`src/rtl/eth_frame_script_ctrl.sv`:
```
// Script control for the frame detector compare pipeline.
// Tracks frame boundaries on the monitored stream, defers enable-mask
// changes to a boundary, and gates software writes into the per-script
// instruction memories so that only disabled, non-pending scripts change.
module eth_frame_script_ctrl #(
  parameter int C_NUM_SCRIPTS    = 4,
  parameter int C_MEM_ADDR_WIDTH = 11,
  parameter int C_IDLE_TIMEOUT   = 1024,
  localparam int SW              = (C_NUM_SCRIPTS > 1) ? $clog2(C_NUM_SCRIPTS) : 1
) (
  input  logic                        clk,
  input  logic                        rst,
  input  logic                        s_axis_tvalid,
  input  logic                        s_axis_tlast,
  input  logic [C_NUM_SCRIPTS-1:0]    cfg_en_mask,
  input  logic                        cfg_en_valid,
  output logic [C_NUM_SCRIPTS-1:0]    script_en,
  output logic                        en_pending,
  output logic                        frame_active,
  output logic                        frame_abort,
  input  logic                        wr_req,
  input  logic [SW-1:0]               wr_script,
  input  logic [C_MEM_ADDR_WIDTH-1:0] wr_addr,
  input  logic [31:0]                 wr_data,
  output logic                        wr_ack,
  output logic                        wr_err,
  output logic [C_NUM_SCRIPTS-1:0]    mem_we,
  output logic [C_MEM_ADDR_WIDTH-1:0] mem_addr,
  output logic [31:0]                 mem_wdata
);

  localparam int CNT_W = $clog2(C_IDLE_TIMEOUT);

  typedef enum logic {
    S_IDLE     = 1'b0,
    S_IN_FRAME = 1'b1
  } state_t;

  state_t                   state;
  logic [CNT_W-1:0]         wd_cnt;
  logic [C_NUM_SCRIPTS-1:0] pend_mask;
  logic [C_NUM_SCRIPTS-1:0] wr_sel;
  logic                     apply_now;
  logic                     wr_eval;
  logic                     wr_refuse;

  // Boundary tracker with idle watchdog; frame_active mirrors the state.
  // NOTE: state registers use non-blocking assignments so every block
  // samples pre-edge values and ordering between blocks cannot matter.
  always_ff @(posedge clk) begin
    if (rst) begin
      state        <= S_IDLE;
      frame_active <= 1'b0;
      frame_abort  <= 1'b0;
      wd_cnt       <= '0;
    end else begin
      frame_abort <= 1'b0;
      case (state)
        S_IDLE: begin
          wd_cnt <= '0;
          if (s_axis_tvalid && !s_axis_tlast) begin
            state        <= S_IN_FRAME;
            frame_active <= 1'b1;
          end
        end
        S_IN_FRAME: begin
          if (s_axis_tvalid) begin
            wd_cnt <= '0;
            if (s_axis_tlast) begin
              state        <= S_IDLE;
              frame_active <= 1'b0;
            end
          end else if (wd_cnt == CNT_W'(C_IDLE_TIMEOUT - 1)) begin
            // Stalled frame: declare it aborted and fall back to a boundary.
            state        <= S_IDLE;
            frame_active <= 1'b0;
            frame_abort  <= 1'b1;
            wd_cnt       <= '0;
          end else begin
            wd_cnt <= wd_cnt + CNT_W'(1);
          end
        end
        default: begin
          state        <= S_IDLE;
          frame_active <= 1'b0;
          wd_cnt       <= '0;
        end
      endcase
    end
  end

  // A fresh strobe at a quiet boundary applies directly, giving one-cycle latency.
  assign apply_now = (en_pending | cfg_en_valid) & (state == S_IDLE) & ~s_axis_tvalid;

  // Pending-mask latch and boundary-synchronised apply (newest strobe wins).
  always_ff @(posedge clk) begin
    if (rst) begin
      script_en  <= '0;
      pend_mask  <= '0;
      en_pending <= 1'b0;
    end else if (apply_now) begin
      script_en  <= cfg_en_valid ? cfg_en_mask : pend_mask;
      en_pending <= 1'b0;
    end else if (cfg_en_valid) begin
      pend_mask  <= cfg_en_mask;
      en_pending <= 1'b1;
    end
  end

  // Decode the target script one-hot; an out-of-range index decodes to zero.
  // NOTE: combinational outputs get a default first so no path leaves them
  // unassigned, which would otherwise infer a latch.
  always_comb begin
    wr_sel = '0;
    for (int i = 0; i < C_NUM_SCRIPTS; i++) begin
      wr_sel[i] = (wr_script == SW'(i));
    end
  end

  // One outstanding request: a response last cycle blocks re-evaluation.
  assign wr_eval   = wr_req & ~wr_ack & ~wr_err;
  assign wr_refuse = ~(|wr_sel)
                   | (|(wr_sel & script_en))
                   | (en_pending & (|(wr_sel & pend_mask)));

  // Write sequencer: one-cycle ack/err and memory strobe; address/data hold.
  always_ff @(posedge clk) begin
    if (rst) begin
      wr_ack    <= 1'b0;
      wr_err    <= 1'b0;
      mem_we    <= '0;
      mem_addr  <= '0;
      mem_wdata <= '0;
    end else begin
      wr_ack <= 1'b0;
      wr_err <= 1'b0;
      mem_we <= '0;
      if (wr_eval) begin
        if (wr_refuse) begin
          wr_err <= 1'b1;
        end else begin
          wr_ack    <= 1'b1;
          mem_we    <= wr_sel;
          mem_addr  <= wr_addr;
          mem_wdata <= wr_data;
        end
      end
    end
  end

endmodule

```
`config.mk`:
```
export PLATFORM = sky130hd
export DESIGN_NAME = eth_frame_script_ctrl
export DESIGN_NICKNAME = d
export VERILOG_FILES = /design/src/rtl/eth_frame_script_ctrl.sv
export SDC_FILE = /design/constraint.sdc
export NUM_CORES = 1
export LEC_CHECK = 0
export CAP_MARGIN = 0
export CELL_PAD_IN_SITES_DETAIL_PLACEMENT = 1
export CELL_PAD_IN_SITES_GLOBAL_PLACEMENT = 2
export CORE_MARGIN = 2
export CORE_UTILIZATION = 27
export DETAILED_ROUTE_END_ITERATION = 8
export GPL_ROUTABILITY_DRIVEN = 0
export PLACE_DENSITY = 0.82
export REMOVE_ABC_BUFFERS = 1
export SYNTH_ARGS = -nofsm -noshare
export SYNTH_HDL_FRONTEND = slang
export SYNTH_SLANG_ARGS = --single-unit
```
`constraint.sdc`:
```
create_clock -name clk -period 2.8 [get_ports clk]
set_input_delay 0.56 -clock clk [delete_from_list [all_inputs] [get_ports clk]]
set_output_delay 0.56 -clock clk [all_outputs]
set_load 0.02 [all_outputs]
```
# Word level (Yosys, flattened, before mapping)
# Index checks and enable logic that the tools add are counted.
# W data, S select, Z words.
[word_totals] ff_bits=71 output_inout_bits=56 in_bits=55
[op_classes] n_mux=17 n_addsub=1 bitwise=17 eq_ne=7 n_reduce_logical=12
[op_table] cell="$mux W10" n=2
[op_table] cell="$pmux W10 S2" n=1
[op_table] cell="$reduce_or A4 Y1" n=3
[op_table] cell="$mux W1" n=11
[op_table] cell="$add A10 B1 Y10 const B" n=1
[op_table] cell="$eq A10 B10 Y1 const B" n=1
[op_table] cell="$and A4 B4 Y4" n=2
[op_table] cell="$not A1 Y1" n=7
[op_table] cell="$reduce_or A3 Y1" n=2
[op_table] cell="$and A1 B1 Y1" n=5
[op_table] cell="$eq A2 B2 Y1 const B" n=2
[op_table] cell="$mux W4" n=1
[op_table] cell="$pmux W1 S2" n=2
[op_table] cell="$reduce_or A2 Y1" n=2
[op_table] cell="$ne A3 B2 Y1 const B" n=1
[op_table] cell="$ne A3 B3 Y1 const B" n=1
[op_table] cell="$or A1 B1 Y1" n=3
[op_table] cell="$reduce_and A3 Y1" n=1
[op_table] cell="$eq A2 B1 Y1 const B" n=1
[op_table] cell="$logic_not A2 Y1" n=1
[op_table] cell="$ne A2 B2 Y1 const B" n=1
[op_table] cell="$reduce_and A2 Y1" n=1
[op_table] cell="$logic_and A1 B1 Y1" n=1
[op_table] cell="$logic_not A1 Y1" n=1

# Depth between registers and ports, before layout
[logic_depth] depth_word=7 depth_mapped=7 depth_no_buf=5

# Least setup slack after synthesis
# Ideal clock, no wire load.
[synth_path] path_kind="input to register" start="in wr_script[0]" end="reg mem_wdata[10]" required_time_ps=2683 setup_ps=117 path_buffers=3 slack_ps=800 arrival_time_ps=1883 stages=7 path_cell_list="buf_6 mux2i_1 mux2_2 or4b_1 buf_2 buf_6 o22a_1"
[synth_between] elab_chain_cells=7 word_cells_on_any_way=15 cone_classes="eq/ne (3); bitwise (7); reduce/logical (5)"
[synth_lines] item="start, declared" line="22" rtl="input logic [SW-1:0] wr_script,"
[synth_lines] item="$eq A2 B1 Y1 (tied with other cells)" line="116" rtl="wr_sel[i] = (wr_script == SW'(i));"
[synth_lines] item="$and A4 B4 Y4 (tied with other cells)" line="123" rtl="| (|(wr_sel & script_en))"
[synth_lines] item="$reduce_or A4 Y1 (tied with other cells)" line="123"
[synth_lines] item="$or A1 B1 Y1 / $and A1 B1 Y1 (equally long branches)" line="123, 124"
[synth_lines] item="$or A1 B1 Y1 *" line="124" rtl="| (en_pending & (|(wr_sel & pend_mask)));"
[synth_lines] item="$not A1 Y1 (no source line) *"
[synth_lines] item="$reduce_and A2 Y1 (no source line) *"
[synth_lines] item="end signal, assigned" line="145" rtl="mem_wdata <= wr_data;"
[synth_lines] item="end, declared" line="29" rtl="output logic [31:0] mem_wdata"
# Every way passes the cells marked *; elsewhere a longest branch is shown, timed or not.
# A chain may end at the register's enable or synchronous reset.

# Final worst setup path
[layout_path] start="in wr_script[0]" end="reg mem_addr[6]"
[layout_between] elab_chain_cells=7 word_cells_on_any_way=15 cone_classes="eq/ne (3); bitwise (7); reduce/logical (5)"
[layout_lines] item="$eq A2 B1 Y1 (tied with other cells)" line="116"
[layout_lines] item="$and A4 B4 Y4 (tied with other cells)" line="123"
[layout_lines] item="$reduce_or A4 Y1 (tied with other cells)" line="123"
[layout_lines] item="$or A1 B1 Y1 / $and A1 B1 Y1 (equally long branches)" line="123, 124"
[layout_lines] item="$or A1 B1 Y1 *" line="124"
[layout_lines] item="$not A1 Y1 (no source line) *"
[layout_lines] item="$reduce_and A2 Y1 (no source line) *"
[layout_lines] item="end signal, assigned" line="144" rtl="mem_addr <= wr_addr;"
[layout_lines] item="end, declared" line="28" rtl="output logic [C_MEM_ADDR_WIDTH-1:0] mem_addr,"
# Marked as above.

==> flow_summary.ini <==
[run_status]
status = finished, final reports clean

[setup_path]
crit_end = mem_addr[6]
worstSetupPathType = in -> reg
reg2reg_depth = 5
rr_endpoint = state
reg2reg_from = wd_cnt[0]
path_max_fanout = 39
reg2reg_slack_ns = 1.00
required_ns = 3.03
cp_data_arrival_time_ns = 2.55
crit_path_start_kind = primary input
crit_start = wr_script[0]
worstSetupEndpointType = flop

[floorplan]
die_w_um = 105
num_io_pins = 111
fp-row-count = 36
core_area_sq_um = 9770
start_util_pct = 27.9
die_area_sq_um = 10900
die_h_um = 105

[power_and_ir_drop]
power_uw = 2690
p_leak_uw = 0.00163
power-per-cell-area_nw_per_um2 = 644
ir_drop_mv = 0.219

[logic_synthesis]
synth_compound_area_share_pct = 16.0
synthTopCellsByCount = 71 x dfxtp_1, 44 x nor2b_1, 43 x o22a_1
synthArstFlopShare_pct = 0
yosys-top-cells-area = dfxtp_1 52%, o22a_1 14%, nor2b_1 10%
ys.warnings.count = 0
syn_area_sq_um = 2730
synth-seq-cells = 71
synth_xor_area_share_pct = 2.25
yosysTopAreaCell = dfxtp_1
ys_seq_area_share_pct = 52.1
synth_cell_types = 31
synth_top_family_by_area = simple AND/OR/NAND/NOR gates
synth_edf_count = 0
synth.area.mux_share_pct = 4.81
yosys.area_share.simple_pct = 19.7
synth_area_per_cell_sq_um = 10.5
syn_inst = 261
synth_flop_cell = dfxtp_1
yosysMostFrequentCell = dfxtp_1
synth_fa_ha_area_share_pct = 0.825
synth_top_area_share_pct = 52.1

[clocking]
clk_latency_ns = 0.34
holdBufCountCts = 0
cts_tree = built
cts.sinks = 71
cts_resized = 0
clk_pin_slew_ns = 0.07
clk_path_buf_depth = 2
cts-root-buf = clkbuf_8
cts_setup_buffers = 0
cts_buffers = 9
htree_levels = 3

[routing]
drc = 0
drtIter0Drc = 51
wire_per_inst_um = 14.9
viasPerCell = 4.56
firstDrtPassIters = 4
ant_nets = 0
num_vias = 2316
drt-total-wl_um = 7580

[global_routing]
grt_antenna_before_repair = 0
grt_pass1_wl_um = 12600
grt_overflow = 0
grt_start_max_net_pins = 56
grt.total_usage_pct = 14.4
grt_pass1_vias = 2510

[timing]
finalCriticalPeriod_ns = 2.32
drv_slew = 0
fmaxAchievable_mhz = 430
period_share_pct = 83.0
worst_slack_ns = 0.475
fin_worst_skew_ns = 0.0135
rsz0062_at_grt = no
hold_viol = 0
max_slew_margin_pct = 60.9
setup_violations = 0
worst_slew_pin_slew_ns = 0.587

[layout]
nets = 427
antenna_cells = 0
syn_to_final_growth_pct = 53.0
drive_above_1_share_pct = 6.40
fill_cells = 1119
final_cell_area_sq_um = 4180

[worst_hold_path]
hp-class = reg -> reg

[placed_design]
placed_cell_area_sq_um = 3970
io_buffer_count = 110
place_hpwl_um = 5290
place_ws_ns = 0.113

[flow_run]
drv_cap = 0
-- metal layers --
| layer | GRT usage, % | vias to the layer above | share of wire [%] |
|---|---|---|---|
| met5 | 0 | - | 0 |
| met4 | 5.79 | 0 | 1.7 |
| met3 | 3.18 | 12 | 4.6 |
| met2 | 24.7 | 64 | 50 |
| met1 | 17.3 | 1105 | 44 |
| li1 | - | 1135 | - |
-- layout by cell type (no fill, tap or decap), types with 2 or more instances in the layout --
cell type        Yosys  layout
nor3_1               2       2
nor2b_1             44      44
a211oi_1             4       4
buf_4                0       5
nor2_1              21      21
mux2i_1             12      12
and3b_1              2       2
nand2b_1             3       3
inv_1                2       2
clkbuf_8             0      10
clkdlybuf4s50_1      0     109
o22a_1              43      43
nand3_1              5       5
nand2_1              4       4
bufinv_16            0       2
a21oi_1              2       2
clkinv_2             0       2
dfxtp_1             71      71
o21ai_0              2       2
or3_1                3       3
xor2_1               6       6
buf_12               0       2
and3_1               3       3
nand4_1              3       3
-- metrics by stage --
| step | instances | utilization (%) | hold WS [ns] | TNS (ns) |
|---|---|---|---|---|
| floorplan | 243 | - | 0.449 | -48.22 |
| global placement | 493 | 40.6 | 0.476 | 0 |
| detailed placement | 493 | 40.6 | 0.494 | 0 |
| CTS | 508 | 42.7 | 0.509 | 0 |
| global route | 508 | 42.7 | 0.528 | 0 |
| finish | 508 | 42.7 | 0.500 | 0 |
-- area by class of cell --
cell class                 count  area [sq um]  area share (%)
sequential                    71          1420            34.0
multi-input combinational    170          1200            28.6
timing repair buffer         117          1170            28.1
tap                          133           166            3.98
clock buffer                  11           141            3.39
clock inverter                 4          70.1            1.68
inverter                       2          7.51           0.180
-- worst max-delay path, cell delays in order --
cell and delay [ns]:
clkdlybuf4s50_1 0.62, mux2i_1 0.23, mux2_2 0.18, or4b_1 0.51
buf_12 0.21, o22a_1 0.22
-- how the worst min path moves through the flow --
stage,endpoint,startpoint,slack [ns],cells past startpoint
floorplan,wd_cnt[0],wd_cnt[0],0.45,1
global placement,wd_cnt[0],wd_cnt[0],0.48,1
detailed placement,wd_cnt[0],wd_cnt[0],0.49,1
CTS,wd_cnt[0],wd_cnt[0],0.51,1
global route,wd_cnt[0],wd_cnt[0],0.53,1
finish,wd_cnt[0],wd_cnt[0],0.50,1
-- sequential cells by signal, indices dropped and copies added (netlist names) --
signal and count:
frame_active 1, script_en 4, mem_addr 11, mem_we 4, en_pending 1, wd_cnt 10
state 1, wr_err 1, wr_ack 1, pend_mask 4, mem_wdata 32, frame_abort 1
-- power breakdown --
part	internal (uW)	total [uW]	switching, uW	leakage (uW)
clock	519	882	363	0.000109
sequential	1110	1170	52.6	0.000585
combinational	349	640	291	0.000938
total	1980	2690	707	0.00163
-- cells by family after synthesis --
logic type,count (synthesis)
flops,71
xor+xnor,7
mux,13
compound gates,53
fa+ha+maj,2
buf+inv,20
simple gates,95
Note: power is estimated with default switching activity, not from simulation.
